## config.mk

```make
export PLATFORM = sky130hd
export DESIGN_NAME = data_cache_flat
export DESIGN_NICKNAME = d
export VERILOG_FILES = /design/src/rtl/dcache_pkg.sv /design/src/rtl/data_cache_if.sv /design/src/rtl/dcache_line_store.sv /design/src/rtl/data_cache.sv /design/src/flat_wrapper.sv
export SDC_FILE = /design/constraint.sdc
export NUM_CORES = 1
export LEC_CHECK = 0
export BUFFER_PORTS_ARGS = -buffer_cell sky130_fd_sc_hd__buf_2
export CORE_MARGIN = 2
export CORE_UTILIZATION = 45
export DETAILED_ROUTE_END_ITERATION = 6
export GPL_TIMING_DRIVEN = 0
export SYNTH_ARGS = -nofsm -noshare
export SYNTH_HDL_FRONTEND = slang
export SYNTH_HIERARCHICAL = 1
export SYNTH_SLANG_ARGS = --single-unit
export TNS_END_PERCENT = 20
```

## constraint.sdc

```tcl
create_clock -name clock -period 9.4 [get_ports clock]
set_clock_uncertainty 0.2 [all_clocks]
set_input_delay 0.94 -clock clock [delete_from_list [all_inputs] [get_ports clock]]
set_output_delay 0.94 -clock clock [all_outputs]
set_load 0.03 [all_outputs]
```

## src/rtl/dcache_pkg.sv

```systemverilog
// -----------------------------------------------------------------------------
// dcache_pkg
// Shared types and helpers for the data_cache block.
//   state_e       : cache controller states (IDLE/WRITEBACK/FETCH/UPDATE)
//   WORD_W/LINE_W : CPU word width and cache line width
//   OFFSET_W      : byte-offset bits within a line
//   addr_fields_t : CPU byte address split into block / word / byte fields
//   decode_addr   : slices a CPU byte address into addr_fields_t
//   line_word     : selects one 32-bit word from a 128-bit line
// -----------------------------------------------------------------------------
package dcache_pkg;

   localparam int WORD_W   = 32;
   localparam int LINE_W   = 128;
   localparam int OFFSET_W = 4;
   localparam int BLK_W    = WORD_W - OFFSET_W;

   typedef enum logic [1:0] {
      IDLE,
      WRITEBACK,
      FETCH,
      UPDATE
   } state_e;

   // Block address carries {tag, index}; word selects one of four words.
   typedef struct packed {
      logic [BLK_W-1:0] blk;
      logic [1:0]       word;
      logic [1:0]       byte_off;
   } addr_fields_t;

   function automatic addr_fields_t decode_addr(input logic [WORD_W-1:0] addr);
      return addr_fields_t'(addr);
   endfunction

   // Word 0 lives in bits [31:0] of the line.
   function automatic logic [WORD_W-1:0] line_word(input logic [LINE_W-1:0] line,
                                                   input logic [1:0]        sel);
      return line[{sel, 5'd0} +: WORD_W];
   endfunction

endpackage

```

## src/rtl/data_cache_if.sv

```systemverilog
// -----------------------------------------------------------------------------
// data_cache_if
// Bundles the CPU-side word port and the memory-side block port of data_cache.
//   master : cache view (serves CPU words, initiates block transfers)
//   slave  : environment view (CPU pipeline plus block data memory)
// Signals:
//   cpu_read/cpu_write/cpu_address/cpu_writedata -> cache
//   cpu_readdata/cpu_busywait                    <- cache
//   mem_read/mem_write/mem_address/mem_writedata <- cache
//   mem_readdata/mem_busywait                    -> cache
// -----------------------------------------------------------------------------
interface data_cache_if
   import dcache_pkg::*;
#(
   parameter int MEM_ADDR_W = 28
);

   logic                  cpu_read;
   logic                  cpu_write;
   logic [WORD_W-1:0]     cpu_address;
   logic [WORD_W-1:0]     cpu_writedata;
   logic [WORD_W-1:0]     cpu_readdata;
   logic                  cpu_busywait;

   logic                  mem_read;
   logic                  mem_write;
   logic [MEM_ADDR_W-1:0] mem_address;
   logic [LINE_W-1:0]     mem_writedata;
   logic [LINE_W-1:0]     mem_readdata;
   logic                  mem_busywait;

   modport master (
      input  cpu_read, cpu_write, cpu_address, cpu_writedata,
      input  mem_readdata, mem_busywait,
      output cpu_readdata, cpu_busywait,
      output mem_read, mem_write, mem_address, mem_writedata
   );

   modport slave (
      output cpu_read, cpu_write, cpu_address, cpu_writedata,
      output mem_readdata, mem_busywait,
      input  cpu_readdata, cpu_busywait,
      input  mem_read, mem_write, mem_address, mem_writedata
   );

endinterface

```

## src/rtl/dcache_line_store.sv

```systemverilog
// -----------------------------------------------------------------------------
// dcache_line_store
// Tag, valid, dirty and data arrays of the direct-mapped cache.
// All ports address the same line through idx_i.
//   clock, reset     : clock, async active-high reset (clears valid/dirty)
//   idx_i            : line index
//   tag_o/valid_o/dirty_o/line_o : combinational read of the indexed line
//   word_we_i, word_sel_i, word_data_i : word write, marks the line dirty
//   fill_we_i, fill_data_i             : whole-line data fill
//   tag_we_i, tag_i                    : installs tag, valid = 1, dirty = 0
// -----------------------------------------------------------------------------
module dcache_line_store
   import dcache_pkg::*;
#(
   parameter int SETS  = 8,
   parameter int IDX_W = 3,
   parameter int TAG_W = 25
) (
   input  logic              clock,
   input  logic              reset,
   input  logic [IDX_W-1:0]  idx_i,
   output logic [TAG_W-1:0]  tag_o,
   output logic              valid_o,
   output logic              dirty_o,
   output logic [LINE_W-1:0] line_o,
   input  logic              word_we_i,
   input  logic [1:0]        word_sel_i,
   input  logic [WORD_W-1:0] word_data_i,
   input  logic              fill_we_i,
   input  logic [LINE_W-1:0] fill_data_i,
   input  logic              tag_we_i,
   input  logic [TAG_W-1:0]  tag_i
);

   logic [TAG_W-1:0]  tag_q  [SETS];
   logic [LINE_W-1:0] data_q [SETS];
   logic [SETS-1:0]   valid_q;
   logic [SETS-1:0]   dirty_q;

   assign tag_o   = tag_q[idx_i];
   assign valid_o = valid_q[idx_i];
   assign dirty_o = dirty_q[idx_i];
   assign line_o  = data_q[idx_i];

   always_ff @(posedge clock or posedge reset) begin
      if (reset) begin
         valid_q <= '0;
         dirty_q <= '0;
      end else begin
         if (tag_we_i) begin
            valid_q[idx_i] <= 1'b1;
            dirty_q[idx_i] <= 1'b0;
         end
         if (word_we_i) begin
            dirty_q[idx_i] <= 1'b1;
         end
      end
   end

   // NOTE: tag and data arrays carry no reset; a line is only ever read
   // through its valid bit, so clearing valid is enough and keeps them RAMs.
   always_ff @(posedge clock) begin
      if (fill_we_i) begin
         data_q[idx_i] <= fill_data_i;
      end
      if (word_we_i) begin
         data_q[idx_i][{word_sel_i, 5'd0} +: WORD_W] <= word_data_i;
      end
      if (tag_we_i) begin
         tag_q[idx_i] <= tag_i;
      end
   end

endmodule

```

## src/rtl/data_cache.sv

```systemverilog
// -----------------------------------------------------------------------------
// data_cache
// Direct-mapped, write-back, write-allocate data cache between the MEM stage
// and a 128-bit block memory. Hits are zero-stall; misses stall through
// cpu_busywait while the controller writes back a dirty victim, fetches the
// new line and installs it.
//   clock, reset : clock, async active-high reset
//   bus          : data_cache_if.master (CPU word port + memory block port)
//   hit_count, miss_count : access statistics, present only when
//                  DCACHE_STATS_EN is defined
// -----------------------------------------------------------------------------
module data_cache
   import dcache_pkg::*;
#(
   parameter int SETS       = 8,
   parameter int MEM_ADDR_W = 28
) (
   input  logic         clock,
   input  logic         reset,
   data_cache_if.master bus
`ifdef DCACHE_STATS_EN
   ,
   output logic [31:0]  hit_count,
   output logic [31:0]  miss_count
`endif
);

   localparam int IDX_W = $clog2(SETS);
   localparam int TAG_W = MEM_ADDR_W - IDX_W;

   state_e                state_q, state_d;
   logic [MEM_ADDR_W-1:0] miss_blk_q, miss_blk_d;
   logic                  launched_q, launched_d;

   addr_fields_t          cpu_f;
   logic                  access;
   logic                  hit;
   logic [MEM_ADDR_W-1:0] cur_blk;
   logic [IDX_W-1:0]      cur_idx;
   logic [TAG_W-1:0]      cur_tag;
   logic [TAG_W-1:0]      line_tag;
   logic                  line_valid;
   logic                  line_dirty;
   logic [LINE_W-1:0]     line_data;
   logic                  word_we;
   logic                  fill_we;
   logic                  tag_we;
   logic                  unused_byte_off;

   assign cpu_f           = decode_addr(bus.cpu_address);
   assign unused_byte_off = ^cpu_f.byte_off;
   assign access          = bus.cpu_read ^ bus.cpu_write;

   // Outside IDLE the line is addressed by the latched miss block, so a
   // misbehaving CPU cannot redirect an in-flight refill.
   assign cur_blk = (state_q == IDLE) ? cpu_f.blk : miss_blk_q;
   assign cur_idx = cur_blk[IDX_W-1:0];
   assign cur_tag = cur_blk[MEM_ADDR_W-1:IDX_W];
   assign hit     = line_valid && (line_tag == cur_tag);

   assign bus.mem_writedata = line_data;

   dcache_line_store #(
      .SETS  (SETS),
      .IDX_W (IDX_W),
      .TAG_W (TAG_W)
   ) u_store (
      .clock       (clock),
      .reset       (reset),
      .idx_i       (cur_idx),
      .tag_o       (line_tag),
      .valid_o     (line_valid),
      .dirty_o     (line_dirty),
      .line_o      (line_data),
      .word_we_i   (word_we),
      .word_sel_i  (cpu_f.word),
      .word_data_i (bus.cpu_writedata),
      .fill_we_i   (fill_we),
      .fill_data_i (bus.mem_readdata),
      .tag_we_i    (tag_we),
      .tag_i       (cur_tag)
   );

   // NOTE: state registers use non-blocking assignments so every flop samples
   // pre-edge values regardless of process ordering.
   always_ff @(posedge clock or posedge reset) begin
      if (reset) begin
         state_q    <= IDLE;
         miss_blk_q <= '0;
         launched_q <= 1'b0;
      end else begin
         state_q    <= state_d;
         miss_blk_q <= miss_blk_d;
         launched_q <= launched_d;
      end
   end

   // launched_q marks that the launch edge of a memory transfer has passed;
   // only later edges with mem_busywait low complete it.
   always_comb begin
      // NOTE: every output gets a default before the case so no path leaves
      // a signal unassigned, which would infer a latch.
      state_d          = state_q;
      miss_blk_d       = miss_blk_q;
      launched_d       = launched_q;
      bus.cpu_readdata = '0;
      bus.cpu_busywait = 1'b0;
      bus.mem_read     = 1'b0;
      bus.mem_write    = 1'b0;
      bus.mem_address  = '0;
      word_we          = 1'b0;
      fill_we          = 1'b0;
      tag_we           = 1'b0;

      unique case (state_q)
         IDLE: begin
            if (access) begin
               if (hit) begin
                  word_we          = bus.cpu_write;
                  bus.cpu_readdata = bus.cpu_read ? line_word(line_data, cpu_f.word) : '0;
               end else begin
                  bus.cpu_busywait = 1'b1;
                  miss_blk_d       = cpu_f.blk;
                  launched_d       = 1'b0;
                  state_d          = (line_valid && line_dirty) ? WRITEBACK : FETCH;
               end
            end
         end
         WRITEBACK: begin
            bus.cpu_busywait = 1'b1;
            bus.mem_write    = 1'b1;
            bus.mem_address  = {line_tag, cur_idx};
            launched_d       = 1'b1;
            if (launched_q && !bus.mem_busywait) begin
               launched_d = 1'b0;
               state_d    = FETCH;
            end
         end
         FETCH: begin
            bus.cpu_busywait = 1'b1;
            bus.mem_read     = 1'b1;
            bus.mem_address  = cur_blk;
            launched_d       = 1'b1;
            if (launched_q && !bus.mem_busywait) begin
               launched_d = 1'b0;
               fill_we    = 1'b1;
               state_d    = UPDATE;
            end
         end
         UPDATE: begin
            bus.cpu_busywait = 1'b1;
            tag_we           = 1'b1;
            state_d          = IDLE;
         end
         default: state_d = IDLE;
      endcase
   end

`ifdef DCACHE_STATS_EN
   logic [31:0] hit_cnt_q;
   logic [31:0] miss_cnt_q;
   logic        refill_q;

   // refill_q flags the IDLE cycle right after UPDATE, whose hit is the
   // replay of an access already counted as a miss.
   always_ff @(posedge clock or posedge reset) begin
      if (reset) begin
         hit_cnt_q  <= '0;
         miss_cnt_q <= '0;
         refill_q   <= 1'b0;
      end else begin
         refill_q <= (state_q == UPDATE);
         if (state_q == IDLE && access) begin
            if (!hit) begin
               miss_cnt_q <= miss_cnt_q + 32'd1;
            end else if (!refill_q) begin
               hit_cnt_q <= hit_cnt_q + 32'd1;
            end
         end
      end
   end

   assign hit_count  = hit_cnt_q;
   assign miss_count = miss_cnt_q;
`endif

endmodule

```

## src/flat_wrapper.sv

```systemverilog
// flat-port wrapper written by rule: the top's interface ports become plain ports
module data_cache_flat import dcache_pkg::*;
#(
   parameter int SETS       = 8,
   parameter int MEM_ADDR_W = 28
)
  (clock, reset, bus_cpu_read, bus_cpu_write, bus_cpu_address, bus_cpu_writedata, bus_mem_readdata, bus_mem_busywait, bus_cpu_readdata, bus_cpu_busywait, bus_mem_read, bus_mem_write, bus_mem_address, bus_mem_writedata);
  data_cache_if #(.MEM_ADDR_W(MEM_ADDR_W)) bus_i ();
  input  logic clock;
  input  logic reset;
  input wire logic [$bits(bus_i.cpu_read)-1:0] bus_cpu_read;
  input wire logic [$bits(bus_i.cpu_write)-1:0] bus_cpu_write;
  input wire logic [$bits(bus_i.cpu_address)-1:0] bus_cpu_address;
  input wire logic [$bits(bus_i.cpu_writedata)-1:0] bus_cpu_writedata;
  input wire logic [$bits(bus_i.mem_readdata)-1:0] bus_mem_readdata;
  input wire logic [$bits(bus_i.mem_busywait)-1:0] bus_mem_busywait;
  output wire logic [$bits(bus_i.cpu_readdata)-1:0] bus_cpu_readdata;
  output wire logic [$bits(bus_i.cpu_busywait)-1:0] bus_cpu_busywait;
  output wire logic [$bits(bus_i.mem_read)-1:0] bus_mem_read;
  output wire logic [$bits(bus_i.mem_write)-1:0] bus_mem_write;
  output wire logic [$bits(bus_i.mem_address)-1:0] bus_mem_address;
  output wire logic [$bits(bus_i.mem_writedata)-1:0] bus_mem_writedata;
  assign bus_i.cpu_read = bus_cpu_read;
  assign bus_i.cpu_write = bus_cpu_write;
  assign bus_i.cpu_address = bus_cpu_address;
  assign bus_i.cpu_writedata = bus_cpu_writedata;
  assign bus_i.mem_readdata = bus_mem_readdata;
  assign bus_i.mem_busywait = bus_mem_busywait;
  assign bus_cpu_readdata = bus_i.cpu_readdata;
  assign bus_cpu_busywait = bus_i.cpu_busywait;
  assign bus_mem_read = bus_i.mem_read;
  assign bus_mem_write = bus_i.mem_write;
  assign bus_mem_address = bus_i.mem_address;
  assign bus_mem_writedata = bus_i.mem_writedata;
  data_cache #(.SETS(SETS), .MEM_ADDR_W(MEM_ADDR_W)) u_core (.clock(clock), .reset(reset), .bus(bus_i));
endmodule
```

## Yosys cells after proc, flatten, opt, wreduce, memory -nomap -nowiden

Memories as Yosys holds them, arrays and structs flattened.
Cells that the tools add are included.

- Memory bits (writable): 1224
- Memories kept: 2
- ROM bits: 0
- Output and inout port bits: 191
- Register bits: 47
- Latch bits: 0

Memories:

| name | words | bits a word | read ports | clocked after memory_dff | wr ports | line | RTL |
|---|---|---|---|---|---|---|---|
| u_core.u_store.data_q | 8 | 128 | 1 | 0 | 1 | dcache_line_store.sv:36 | `logic [LINE_W-1:0] data_q [SETS];` |
| u_core.u_store.tag_q | 8 | 25 | 1 | 0 | 1 | dcache_line_store.sv:35 | `logic [TAG_W-1:0] tag_q [SETS];` |

- Bitwise gates (word level): 134
- $mul: 0
- Mux-type cells: 169
- Reduce and logical (&&, ||, !) cells: 12
- Add/subtract/negate cells: 1
- Order comparisons: 2
- Divide/modulo/power cells: 0
- Equal/unequal tests: 8
- Shift-type cells: 3

Operator list:

| kind | count |
|---|---|
| $mux W1 | 149 |
| $mux W128 | 1 |
| $mux W32 | 4 |
| $or A1 B1 Y1 | 128 |
| $shift A32 B9 Y128 const A | 1 |
| $shiftx A128 B8 Y32 | 1 |
| $shiftx A32 B9 Y128 | 1 |
| $pmux W28 S2 | 1 |
| $mux W28 | 1 |
| $eq A25 B25 Y1 | 1 |
| $mux W8 | 2 |
| $or A8 B8 Y8 | 2 |
| $mux W2 | 5 |
| $neg A7 Y9 | 1 |
| $and A8 B8 Y8 | 1 |
| $not A8 Y8 | 1 |
| $pmux W2 S4 | 1 |
| $bmux W1 S3 | 2 |
| $ne A2 B1 Y1 const B | 3 |
| $reduce_and A3 Y1 | 2 |
| $eq A2 B2 Y1 const B | 2 |
| $logic_and A1 B1 Y1 | 4 |
| $lt A3 B4 Y1 const B | 1 |
| $pmux W1 S2 | 2 |
| 12 further kinds | 12 |

## Longest topological paths before layout

- Depth in word-level cells: 11
- Mapped depth: 21
- Depth with buffers taken out: 12

## Modules after synthesis

Netlist, hierarchy kept.

Modules (own cells, without submodules):

| module | sequential area each (µm²) | instances | cells an instance | area each (µm²) |
|---|---|---|---|---|
| dcache_line_store | 37155.6 | 1 | 2226 | 49900.4 |
| data_cache | 775.7 | 1 | 316 | 3592.2 |

## Worst setup path before layout

Ideal clock, no wire load.

- Kind: register to register
- Start: register u_core.state_q[0]
- End: memory u_core.u_store.data_q[4][100], enable pin
- Buffers on the path: 7
- Setup time: 0.461 ns
- Cell stages (with the launch flop): 20
- Clock period less this slack: 7.197 ns
- Data arrival time: 6.536 ns
- Data required time: 8.739 ns
- Slack: 2.203 ns
- Cells stage by stage: dfrtp_1 -> inv_1 -> ha_1 -> buf_6 -> buf_6 -> clkbuf_1 -> mux2_2 -> buf_6 -> buf_12 -> buf_8 -> mux4_1 -> mux2_2 -> xor2_1 -> nor4_1 -> and4_1 -> nand3_1 -> nor3b_1 -> clkbuf_1 -> a21oi_1 -> nor3_1

- Longest elaborated chain between the ends: 11
- Elaborated cells between the ends (all ways): 17
- Classes of those cells: eq/ne: 2; mux: 11; bitwise: 1; reduce/logical: 2; memory: 1

Ends and longest elaborated chain:

| what | line | RTL |
|---|---|---|
| from (decl) | data_cache.sv:31 | `state_e state_q, state_d;` |
| from (signal assigned) | data_cache.sv:92 | `state_q <= state_d;` |
| $logic_not A2 Y1 | data_cache.sv:56 | `assign cur_blk = (state_q == IDLE) ? cpu_f.blk : miss_blk_q;` |
| $mux W28 | data_cache.sv:56 |  |
| net u_core.cur_blk[0] | data_cache.sv:38 | `logic [MEM_ADDR_W-1:0] cur_blk;` |
| $mem_v2 Z8 W25 | -- |  |
| net u_core.line_tag[24] | data_cache.sv:41 | `logic [TAG_W-1:0] line_tag;` |
| $eq A25 B25 Y1 | data_cache.sv:59 | `assign hit = line_valid && (line_tag == cur_tag);` |
| $logic_and A1 B1 Y1 | data_cache.sv:59 |  |
| $mux W1 | data_cache.sv:118 | `if (hit) begin` |
| $mux W1 | data_cache.sv:117 | `if (access) begin` |
| $mux W1 | data_cache.sv:115 | `unique case (state_q)` |
| net u_core.word_we | data_cache.sv:45 | `logic word_we;` |
| $mux W1 | dcache_line_store.sv:66 | `if (word_we_i) begin` |
| $mux W128 (not written as such) | dcache_line_store.sv:67 | `data_q[idx_i][{word_sel_i, 5'd0} +: WORD_W] <= word_data_i;` |
| $or A1 B1 Y1 (no line) | -- |  |
| to (decl) | dcache_line_store.sv:36 |  |

The timed path passes the listed nets, and every way through them passes these cells. The select of a mux whose other input is x is not followed.

## Worst setup path after layout

- Start: register u_core.state_q[0]
- End: memory u_core.u_store.data_q[3][123], data pin

- Longest elaborated chain between the ends: 11
- Elaborated cells between the ends (all ways): 13
- Classes of those cells: eq/ne: 1; mux: 9; reduce/logical: 2; memory: 1

Ends and longest elaborated chain:

| what | line |
|---|---|
| $logic_not A2 Y1 | data_cache.sv:56 |
| $mux W28 | data_cache.sv:56 |
| net u_core.cur_blk[2] | data_cache.sv:38 |
| $mem_v2 Z8 W25 | -- |
| net u_core.line_tag[24] | data_cache.sv:41 |
| $eq A25 B25 Y1 | data_cache.sv:59 |
| $logic_and A1 B1 Y1 | data_cache.sv:59 |
| $mux W1 | data_cache.sv:118 |
| $mux W1 | data_cache.sv:117 |
| $mux W1 | data_cache.sv:115 |
| net u_core.word_we | data_cache.sv:45 |
| $mux W1 | dcache_line_store.sv:66 |
| $mux W128 (not written as such) | dcache_line_store.sv:67 |
| $mux W1 (no line) | -- |

The timed path passes the listed nets, and every way through them passes these cells. The select of a mux whose other input is x is not followed.

==> metrics.csv <==
metric;value;unit
synthesized area per cell;21.0;sq um
routability cong.;0.946;
#FFs+latches synth;1271;
number of enable flip-flop cells after synthesis;1224;
fin crit share;0.971;
crit path max fanout;18;
first-pass GRT wire length;235;mm
top cells by count, synth;edfxtp_1, mux4_1, mux2_2, inv_1, mux4_2;
Slew headroom;0.000613;
Rows;126;
fmax;110;MHz
Worst-Skew Late Latency;0.76;ns
TritonCTS clock tree;done;
total track usage;0.283;
clk sinks;1271;
CP startpoint kind;flip-flop;
ANT nets after route;0;
largest net degree at the start of global routing;32;
Lkg Pwr;22.0;nW
PortBufs;385;
Die Wd;349;um
final worst setup slack;0.272;ns
maximum capacitance violations;1;
Final min period;9.13;ns
TritonCTS Buffers;135;
worst-margin pin slew;1.50;ns
Mapped Cells;2542;
critical path class;flip-flop to flip-flop;
slowest CP cell;o32ai_1;
DP Area;0.0586;sq mm
Crit path largest cell delay;1.11;ns
clk root buf;clkbuf_16;
CTS max path bufs;3;
top-count cell post-synth;edfxtp_1;
Top cell by count, worst path;clkbuf_1;
final hold vios;0;
Sw Ratio;0.388;
internal power;13.4;mW
syn_nets;2749;
Die Y;349;um
max-slew violations;0;
Starting DRT DRC Count;4157;
DR vias;30288;
top cell type's share of synthesized area;0.687;
dominant synthesized flop cell;edfxtp_1;
fin area;0.0631;sq mm
vias in the first global route;29434;
violated checks;capacitance limit;
Flop pwr share;0.316;
post-synthesis sequential area ratio;0.709;
ys async rst share;0.0370;
status;complete, but fails checks;
Design Power;22.0;mW
Worst Path Arrival;9.31;ns
Worst VDD drop;0.327;mV
CP Capture Type;flip-flop;
clock share of power;0.241;
First-pass DRT Iterations;5;
wire length per cell;36.3;um
Distinct cells, synth;50;
core area;0.118;sq mm
final setup vio count;0;
die footprint;0.122;sq mm
synth-to-layout area growth;17.9;%
Synth area leaders;edfxtp_1, mux4_1, mux4_2;
fin nets;3343;
routed vias/inst;6.32;
worst slack at placement;-0.0439;ns
initial antenna violation count;24;
io pins;388;
global route overflow;0;
Comb power frac;0.443;
Hold Path Class;primary input to asynchronous set/reset pin;
depth of the CTS H-tree;4;
CP bufs+invs;9;
RSZ-0062 raised after global routing;no;
setup bufs post-CTS;0;
DR DRC count;0;
Required @ worst endpoint;9.59;ns
Reg clk slew, reported paths;0.06;ns
DP HPWL;125;mm
Initial Utilization;0.454;
WL final;174;mm
Post-Syn Area;0.0535;sq mm
cell taking the most area after synthesis;edfxtp_1;
CP top delay family;buffers and inverters;
NetSw;8.52;mW
worst-path cell chain;inv_1, ha_1, buf_6, buf_6, clkbuf_1, mux2_2, buf_2, buf_2, clkbuf_1, mux2_2, xor2_1, nor4_1, and4_1, nand3_1, nor3b_1, clkbuf_1, nand3b_1, clkbuf_1, o32ai_1;
layout cells sized above 1;0.346;
Ys Warns;6;
power density cells;348;mW/mm^2
final cells by class:
cell class / count / area [sq um]
sequential: 1271 / 37900
clock inverter: 85 / 840
tap: 1536 / 1920
inverter: 178 / 668
clock buffer: 167 / 3560
timing repair buffer: 458 / 2950
antenna: 3 / 7.51
fill: 9163 / 54800
buffer: 161 / 1100
multi-input combinational: 931 / 14100
worst reg2reg max path: stages, from the launching register on:
cell and delay (ns):
dfrtp_1 0.43, inv_1 0.17, ha_1 0.19, buf_6 0.17
buf_6 0.21, clkbuf_1 0.41, mux2_2 0.32, buf_2 0.50
buf_2 0.40, clkbuf_1 0.86, mux2_2 0.48, xor2_1 0.20
nor4_1 0.26, and4_1 0.29, nand3_1 0.10, nor3b_1 0.91
clkbuf_1 0.47, nand3b_1 0.47, clkbuf_1 0.60, o32ai_1 1.12
power by group through the flow:
stage,clock [mW],combinational (mW),sequential (mW)
floorplan,0,6.05,7.02
global placement,0,9.46,7.07
detailed placement,0,9.67,7.06
CTS,5.37,9.71,6.94
global route,5.57,10.0,6.97
finish,5.29,9.73,6.94
per-stage QoR:
stage | setup TNS [ns] | utilization | instances | hold slack [ns]
6_report | 0 | 0.535 | 4790 | 0.116
5_1_grt | 0 | 0.535 | 4787 | 0.165
4_1_cts | 0 | 0.534 | 4785 | 0.0979
3_5_place_dp | -0.351 | 0.497 | 4533 | 0.253
3_3_place_gp | -2272.30 | 0.486 | 4463 | 0.247
2_1_floorplan | 0 | - | 2542 | 0.229
logic make-up (layout without fill, tap and decap cells):
logic type | count (synthesis) | in the layout | share of synthesized area
flops | 1271 | 1271 | 0.709
mux | 553 | 553 | 0.205
buf+inv | 340 | 1049 | 0.0329
compound gates | 179 | 179 | 0.0280
simple gates | 162 | 162 | 0.0186
xor+xnor | 27 | 27 | 0.00442
fa+ha+maj | 10 | 10 | 0.00234
other cells | 0 | 3 | 0
sequential cells by signal (all words and copies together) (netlist names):
signal	count
u_core/u_store/tag_q	200
u_core/state_q	2
u_core/launched_q	1
u_core/u_store/dirty_q	8
u_core/u_store/data_q	1024
u_core/u_store/valid_q	8
u_core/miss_blk_q	28
layer usage:
metal | track usage | wire length, um | vias up | share of wire
met5 | 0 | 60 | - | 0.00035
met4 | 0.111 | 7150 | 10 | 0.041
met3 | 0.0910 | 21700 | 336 | 0.12
met2 | 0.420 | 77400 | 1986 | 0.45
met1 | 0.391 | 67300 | 16036 | 0.39
li1 | - | - | 11920 | -
placed cells by master, fill, tap and decap left out, types with 29 or more instances in the layout:
cell	count
edfxtp_1	1224
buf_2	409
mux4_1	207
mux2_2	187
inv_1	177
clkbuf_16	138
mux4_2	135
o32ai_1	116
clkbuf_1	112
nor2b_1	63
buf_6	48
dfrtp_1	47
clkinv_1	32
buf_8	29
path summary, 6_finish.rpt:
kind	start	endpoint	slack [ns]	depth (start not counted)
worst max register to register	u_core/state_q[0]	u_core/u_store/data_q[3][123]	0.27	19
worst min register to register	u_core/u_store/valid_q[3]	u_core/u_store/valid_q[3]	0.27	1
worst min-delay path	reset	u_core/u_store/valid_q[7]	0.12	2
max in group asynchronous	reset	u_core/miss_blk_q[17]	8.33	2
worst max-delay path	u_core/state_q[0]	u_core/u_store/data_q[3][123]	0.27	19
min in group clock	bus_cpu_address[25]	u_core/miss_blk_q[21]	0.24	2
what timing repair did:
action,in CTS,in global routing
setup endpoints to repair,16,356
gates resized for setup,2,13
hold buffers,0,0
No activity file was read; power rests on OpenSTA's default activity.
